### config.mk
export PLATFORM = sky130hd
export DESIGN_NAME = stopwatch_core
export DESIGN_NICKNAME = d
export VERILOG_FILES = /design/src/rtl/stopwatch_pkg.sv /design/src/rtl/stopwatch_core_bcd_digit.sv /design/src/rtl/stopwatch_core.sv
export SDC_FILE = /design/constraint.sdc
export NUM_CORES = 1
export LEC_CHECK = 0
export BUFFER_PORTS_ARGS = -buffer_cell sky130_fd_sc_hd__buf_4
export CAP_MARGIN = 30
export CORE_AREA = 2 2 50 52
export DETAILED_ROUTE_END_ITERATION = 12
export DIE_AREA = 0 0 52 54
export PLACE_DENSITY = 0.85
export SETUP_SLACK_MARGIN = 0.15
export SLEW_MARGIN = 0
export SYNTH_ARGS = -nofsm -noshare
export SYNTH_HDL_FRONTEND = slang
export SYNTH_SLANG_ARGS = --single-unit
### constraint.sdc
create_clock -name clk -period 2.08 [get_ports clk]
set_input_delay 0 -clock clk [delete_from_list [all_inputs] [get_ports clk]]
set_output_delay 0 -clock clk [all_outputs]
set_load 0.01 [all_outputs]
### src/rtl/stopwatch_pkg.sv
// Shared types and constants for the stopwatch timekeeping core.
package stopwatch_pkg;

  typedef enum logic [1:0] {
    IDLE  = 2'd0,
    RUN   = 2'd1,
    PAUSE = 2'd2
  } sw_state_t;

  typedef logic [3:0] bcd_t;

  localparam bcd_t BCD_MAX      = 4'd9;
  localparam int   HUND_PER_SEC = 100;

endpackage

### src/rtl/stopwatch_core_bcd_digit.sv
// One BCD digit register: increments on en, wraps MAX->0, synchronous clear.
module bcd_digit
  import stopwatch_pkg::*;
#(
  parameter int MAX = 9
) (
  input  logic clk,
  input  logic rst_n,
  input  logic en,
  input  logic clr,
  output bcd_t q,
  output logic at_max,
  output logic carry
);

  assign at_max = (q == bcd_t'(MAX));
  assign carry  = en & at_max;

  always_ff @(posedge clk or negedge rst_n) begin
    if (!rst_n) begin
      q <= '0;
    end else if (clr) begin
      q <= '0;
    end else if (en) begin
      q <= at_max ? '0 : q + 4'd1;
    end
  end

endmodule

### src/rtl/stopwatch_core.sv
// Stopwatch core: start/stop/clear FSM gating a cascaded SS.hh BCD counter.
// Optional lap-hold display freeze is enabled with `define STOPWATCH_LAP_EN.
module stopwatch_core
  import stopwatch_pkg::*;
#(
  parameter int SEC_TENS_MAX = 5
) (
  input  logic clk,
  input  logic rst_n,
  input  logic tick,
  input  logic go_btn,
  input  logic clr_btn,
  input  logic lap_btn,
  output bcd_t hund,
  output bcd_t tenth,
  output bcd_t sec_ones,
  output bcd_t sec_tens,
  output logic running,
  output logic rollover
);

  sw_state_t  state, state_next;
  logic       go_reg;
  logic       go_edge;
  logic       count_en;
  logic       clr_digits;
  logic [3:0] en;
  logic [3:0] carry;
  logic [3:0] unused_at_max;
  bcd_t       live [4];

  assign go_edge    = go_btn & ~go_reg;
  assign count_en   = (state == RUN) & tick;
  assign clr_digits = clr_btn & (state != RUN);
  assign running    = (state == RUN);

  always_ff @(posedge clk or negedge rst_n) begin
    if (!rst_n) begin
      state    <= IDLE;
      go_reg   <= 1'b0;
      rollover <= 1'b0;
    end else begin
      state    <= state_next;
      go_reg   <= go_btn;
      rollover <= carry[3];
    end
  end

  // Clear takes priority over a go edge whenever the FSM is not running.
  always_comb begin
    state_next = state;
    case (state)
      IDLE:    if (!clr_btn && go_edge) state_next = RUN;
      RUN:     if (go_edge) state_next = PAUSE;
      PAUSE: begin
        if (clr_btn)      state_next = IDLE;
        else if (go_edge) state_next = RUN;
      end
      default: state_next = IDLE;
    endcase
  end

  assign en = {carry[2:0], count_en};

  for (genvar gi = 0; gi < 4; gi++) begin : g_digit
    bcd_digit #(
      .MAX((gi == 3) ? SEC_TENS_MAX : int'(BCD_MAX))
    ) u_digit (
      .clk   (clk),
      .rst_n (rst_n),
      .en    (en[gi]),
      .clr   (clr_digits),
      .q     (live[gi]),
      .at_max(unused_at_max[gi]),
      .carry (carry[gi])
    );
  end

`ifdef STOPWATCH_LAP_EN
  logic lap_reg;
  logic hold_reg;
  logic lap_edge;
  bcd_t shadow [4];

  assign lap_edge = lap_btn & ~lap_reg;

  // Shadow captures the live count on the edge that raises hold.
  always_ff @(posedge clk or negedge rst_n) begin
    if (!rst_n) begin
      lap_reg  <= 1'b0;
      hold_reg <= 1'b0;
      for (int i = 0; i < 4; i++) shadow[i] <= '0;
    end else begin
      lap_reg <= lap_btn;
      if (clr_digits || state_next == IDLE) begin
        hold_reg <= 1'b0;
      end else if (lap_edge && state == RUN) begin
        hold_reg <= ~hold_reg;
        if (!hold_reg) begin
          for (int i = 0; i < 4; i++) shadow[i] <= live[i];
        end
      end
    end
  end

  assign hund     = hold_reg ? shadow[0] : live[0];
  assign tenth    = hold_reg ? shadow[1] : live[1];
  assign sec_ones = hold_reg ? shadow[2] : live[2];
  assign sec_tens = hold_reg ? shadow[3] : live[3];
`else
  logic unused_lap;
  assign unused_lap = lap_btn;

  assign hund     = live[0];
  assign tenth    = live[1];
  assign sec_ones = live[2];
  assign sec_tens = live[3];
`endif

endmodule

* Word level (Yosys, flattened, before mapping)
Index checks and enable logic that the tools add are counted.
** Word-level totals
- Logic and storage cells :: 54
- Output and inout port bits :: 18
- Register bits :: 20
** Operators by class
- Eq/ne operators :: 10
- Bitwise operators :: 8
- Add/sub/neg operators :: 4
- Mux-type cells :: 17
- Reduce and logical (&&, ||, !) cells :: 8
** Operators by type and width (count)
- 4-bit two-way mux :: 12
- 4-bit by 1-bit adder with 4-bit output, second input constant :: 4
- 4-bit equality test, second input constant :: 3
- 2-bit two-way mux :: 4
- 2-bit nonzero test :: 4
- 1-bit bitwise AND :: 7
- 2-bit case mux with 3 select lines :: 1
- 4-bit by 3-bit equality test with 1-bit output, second input constant :: 1
- 2-bit by 1-bit inequality test with 1-bit output, second input constant :: 2
- 3-bit inequality test, second input constant :: 1
- 3-bit AND reduction :: 1
- 2-bit by 1-bit equality test with 1-bit output, second input constant :: 1
- 2-bit equality test, second input constant :: 1
- 2-bit zero test :: 1
- 2-bit inequality test, second input constant :: 1
- 1-bit logical AND :: 1
- 1-bit zero test :: 1
- 1-bit NOT :: 1

* Logic depth before layout (Yosys ltp)
- Word-level depth :: 7
- Depth in mapped cells :: 6
- Mapped depth without buffers :: 6

* By module
A second synthesis with hierarchy kept.
** Second synthesis, totals
- Cells, all modules :: 116
- Area, all modules :: 1148.6 sq um
** Modules (own cells, without submodules)
- bcd_digit at g_digit[0].u_digit ... :: times used 3, area an instance 249.0 sq um, cells each 27
- bcd_digit at g_digit[3].u_digit :: times used 1, area an instance 227.7 sq um, cells each 23
- stopwatch_core :: times used 1, area an instance 173.9 sq um, cells each 12

* Worst setup path before layout
No wires, ideal clock.
- Path kind :: register to register
- From :: reg g_digit[0].u_digit.q[1]
- To :: reg g_digit[3].u_digit.q[0]
- Period minus slack after synthesis :: 1.573 ns
- Stages on the path, launching flop included :: 7
- Setup time :: 0.077 ns
- Data required time :: 2.003 ns
- Path buffers :: 0
- Setup slack :: 0.507 ns
- Arrival time :: 1.496 ns
- Path through :: dfrtp_1 > inv_1 > ha_1 > and3b_4 > nand4_4 > or3_1 > a21oi_1
** Between the ends
- Word-level cells in the longest chain between the ends :: 5
** RTL lines
- start: declaration :: line stopwatch_core_bcd_digit.sv:11 : output bcd_t q,
- start signal: assignment :: line stopwatch_core_bcd_digit.sv:25 : q <= at_max ? '0 : q + 4'd1;
- 4-bit equality test :: line stopwatch_core_bcd_digit.sv:16 : assign at_max = (q == bcd_t'(MAX));
- 1-bit bitwise AND (3 in series) :: line stopwatch_core_bcd_digit.sv:17 : assign carry = en & at_max;
- 2-bit nonzero test (no line)
- end signal: assignment :: line stopwatch_core_bcd_digit.sv:25
- end: declaration :: line stopwatch_core_bcd_digit.sv:11
No other way between the ends.
A chain may end at the register's enable or synchronous reset.

* Worst setup path in the final report
- From :: reg g_digit[0].u_digit.q[1]
- To :: reg g_digit[1].u_digit.q[3]
** Between the ends
- Word-level cells in the longest chain between the ends :: 3
** RTL lines (line)
- 4-bit equality test :: stopwatch_core_bcd_digit.sv:16
- 1-bit bitwise AND :: stopwatch_core_bcd_digit.sv:17
- 2-bit nonzero test (no line)
- end signal: assignment :: stopwatch_core_bcd_digit.sv:25
- end: declaration :: stopwatch_core_bcd_digit.sv:11
No other way between the ends.

==> impl_metrics.py <==
metrics = {
    "outcome": {
        "outcome": "finished with violations",
        "violations": "hold timing",
    },
    "cells_and_area": {
        "final_cell_mix": "buf_4, dfrtp_1, nand2_1",
        "seqCellArea_um2": 500.5,
        "final_area_mm2": 0.001390,
        "multi_input_area_um2": 611.8,
        "drive_above_1_share_pct": 25.90,
        "n_antenna_cell": 0,
        "top_regs": "g_digit.u_digit.q: 16 flops, state: 2 flops",
        "mostFrequentLayoutCell": "buf_4",
        "largest_reg_flops": 16,
        "top_register": "g_digit.u_digit.q",
        "synthToLayoutAreaGrowth_pct": 20.89,
        "nNetsFinal": 154,
        "fill_cells": 203,
    },
    "detailed_routing": {
        "wl_per_cell_um": 14.32,
        "vias": 975,
        "avgViaCountPerCell": 5.769,
        "postRouteAntennaNets": 0,
        "drt-total-wl_mm": 2.420,
        "drc": 0,
        "drtIter0Drc": 23,
        "first_pass_iters": 4,
    },
    "clock_network": {
        "cts_resized": 0,
        "clock-sinks": 20,
        "root_buffer": "clkbuf_4",
        "cts_max_level": 1,
        "insertion_delay_ns": 0.30,
        "clk_pin_slew_ns": 0.11,
        "clockBufferDepth": 2,
        "numCtsBuffers": 3,
        "cts_tree": "built",
    },
    "global_route": {
        "grt_max_degree": 21,
        "grt_pass1_wl_mm": 4.022,
        "grt_pass1_vias": 925,
        "antenna_found_initial": 0,
        "grt_usage_pct": 19.63,
        "overflow": 0,
    },
    "power": {
        "switchingPower_w": 0.0002695,
        "total_leakage_power_nw": 0.6712,
        "max-vdd-ir-drop_v": 0.0004289,
        "p_seq_share_pct": 50.9,
        "p_total_w": 0.0008690,
        "power.density_mw_per_mm2": 625.1,
        "p_comb_share_pct": 22.6,
        "intPower_w": 0.0005995,
        "swShare_pct": 31.01,
        "pwr-share-clk_pct": 26.5,
    },
    "synthesis": {
        "synth_simple_gate_area_share_pct": 27.64,
        "syn_area_mm2": 0.001150,
        "synthMuxAreaShare_pct": 3.591,
        "synth.top_cell.area_share_pct": 43.53,
        "synth-compound-area-share_pct": 12.51,
        "synth.net_count": 127,
        "synth_top_family_by_area": "simple AND/OR/NAND/NOR gates",
        "synthAdderAreaFrac_pct": 8.705,
        "synth_enable_flop_cells": 0,
        "synth_cells": 113,
        "yosys-top-cells-area": "dfrtp_1, ha_1, nand2_1",
        "synth.largest_area_cell": "dfrtp_1",
        "synth.distinct_cells": 33,
        "ys.warnings.count": 0,
        "synth_xor_area_share_pct": 0.7617,
        "ys_seq_area_share_pct": 43.53,
        "ys.flop_type": "dfrtp_1",
        "ys_seq_elements": 20,
        "async_flop_share_pct": 100.0,
        "synth_area_per_cell_um2": 10.18,
    },
    "worst_setup_path": {
        "r2r_slack_ns": 0.38,
        "crit_arrival_ns": 1.91,
        "crit_required_ns": 2.29,
        "reg2reg_from": "g_digit[0].u_digit.q[1]",
        "reg2reg_depth": 6,
        "end_kind": "flip-flop",
        "critPathLaunchType": "flip-flop",
        "crit_type": "reg -> reg",
        "r2r-end": "g_digit[1].u_digit.q[3]",
        "crit_start": "g_digit[0].u_digit.q[1]",
        "crit_fanout": 5,
    },
    "run": {
        "maxCapViolCount": 0,
    },
    "sta": {
        "fin_skew_ns": 0.001320,
        "rsz0062_at_grt": "no",
        "tightest_slew_ns": 0.3231,
        "slew_headroom_pct": 78.41,
        "setup_viol": 0,
        "fin_crit_sh_pct": 81.86,
        "fin_crit_ns": 1.703,
        "max_freq_ghz": 0.5873,
        "hold_violations": 1,
        "holdWs_ns": -0.0002347,
        "finalMaxSlewViolations": 0,
        "tns_ns": 0,
    },
    "worst_hold_path": {
        "hold_path_class": "in -> reg",
        "holdPathStages": 4,
        "min_to": "state[1]",
        "holdCritStartpoint": "clr_btn",
    },
    "placed_design": {
        "io_buffers": 22,
        "gp_congestion": 0.8025,
        "post_dp_cell_area_mm2": 0.001334,
        "dp_hpwl_mm": 1.790,
    },
    "die": {
        "coreArea_mm2": 0.002320,
        "floorplan.initialDensity_pct": 49.57,
        "io_pins": 24,
        "die_w_um": 52,
        "dieArea_mm2": 0.002808,
        "die_h_um": 54,
        "rows": 18,
    },
}
cell type report:
class,count,area share [%]
Inverter,5,1.350
Timing Repair Buffer,24,13.32
Tap cell,30,2.700
Sequential cell,20,36.00
Clock buffer,4,2.610
Multi-Input combinational cell,86,44.01
logic make-up (layout without fill, tap and decap cells):
family                   Yosys count  count (layout)
AND/OR/NAND/NOR                   50              50
buffers and inverters              7              33
multiplexers                       4               4
flip-flops                        20              20
adder cells (fa/ha/maj)            8               8
AO/OA/AOI/OAI                     23              23
XOR/XNOR                           1               1
power by group through the flow:
stage | Clock, W | Sequential, W | Combinational, W
global route | 0.000251 | 0.000447 | 0.000215
detailed placement | 0 | 0.000450 | 0.000191
floorplan | 0 | 0.000452 | 0.000119
global placement | 0 | 0.000447 | 0.000179
CTS | 0.000234 | 0.000442 | 0.000197
finish | 0.000231 | 0.000442 | 0.000196
per-layer routing:
| layer | global-route usage, % | vias to the layer above | part of all wire [%] |
|---|---|---|---|
| li1 | - | 458 | - |
| met1 | 21.54 | 483 | 42 |
| met2 | 38.19 | 28 | 53 |
| met3 | 1.667 | 6 | 3.0 |
| met4 | 8.772 | 0 | 1.8 |
| met5 | 0 | - | 0 |
worst max path at each step:
| stage | depth (start not counted) | slack [ns] | endpoint |
|---|---|---|---|
| 3_3_place_gp | 6 | 0.47 | g_digit[3].u_digit.q[1] |
| 3_5_place_dp | 6 | 0.42 | g_digit[3].u_digit.q[0] |
| 5_1_grt | 6 | 0.21 | g_digit[1].u_digit.q[3] |
| 4_1_cts | 6 | 0.37 | g_digit[3].u_digit.q[0] |
| 2_1_floorplan | 6 | 0.51 | g_digit[3].u_digit.q[0] |
| 6_report | 6 | 0.38 | g_digit[1].u_digit.q[3] |
repair_timing:
action | CTS | global route
endpoints found under the hold margin | 21 | 0
setup endpoints to repair | 0 | 0
buffers inserted | 0 | 0
hold buffers | 2 | 0
worst max-delay path, stage by stage (launching register included):
cell	delay, ns
dfrtp_1	0.42
inv_1	0.08
ha_1	0.24
nand3b_2	0.16
nor2_1	0.26
a41oi_1	0.16
a311oi_1	0.28
synthesized netlist by cell type (all sizes together) (2+ instances only):
library cell,count
dfrtp,20
nand2,12
nor2,9
a21oi,8
ha,8
o21ai,7
nand3,6
and3b,5
inv,5
nand3b,5
or3,4
mux2i,3
a32o,2
buf,2
nand2b,2
nor3,2
nor3b,2
o211ai,2
metrics by stage:
stage	util (%)	cells	setup slack [ns]
finish	59.92	169	0.3772
global placement	57.50	163	0.4665
detailed placement	57.50	163	0.4158
CTS	59.92	169	0.3736
global route	59.92	169	0.2056
floorplan	-	113	0.5070
No activity file was read; power rests on OpenSTA's default activity.
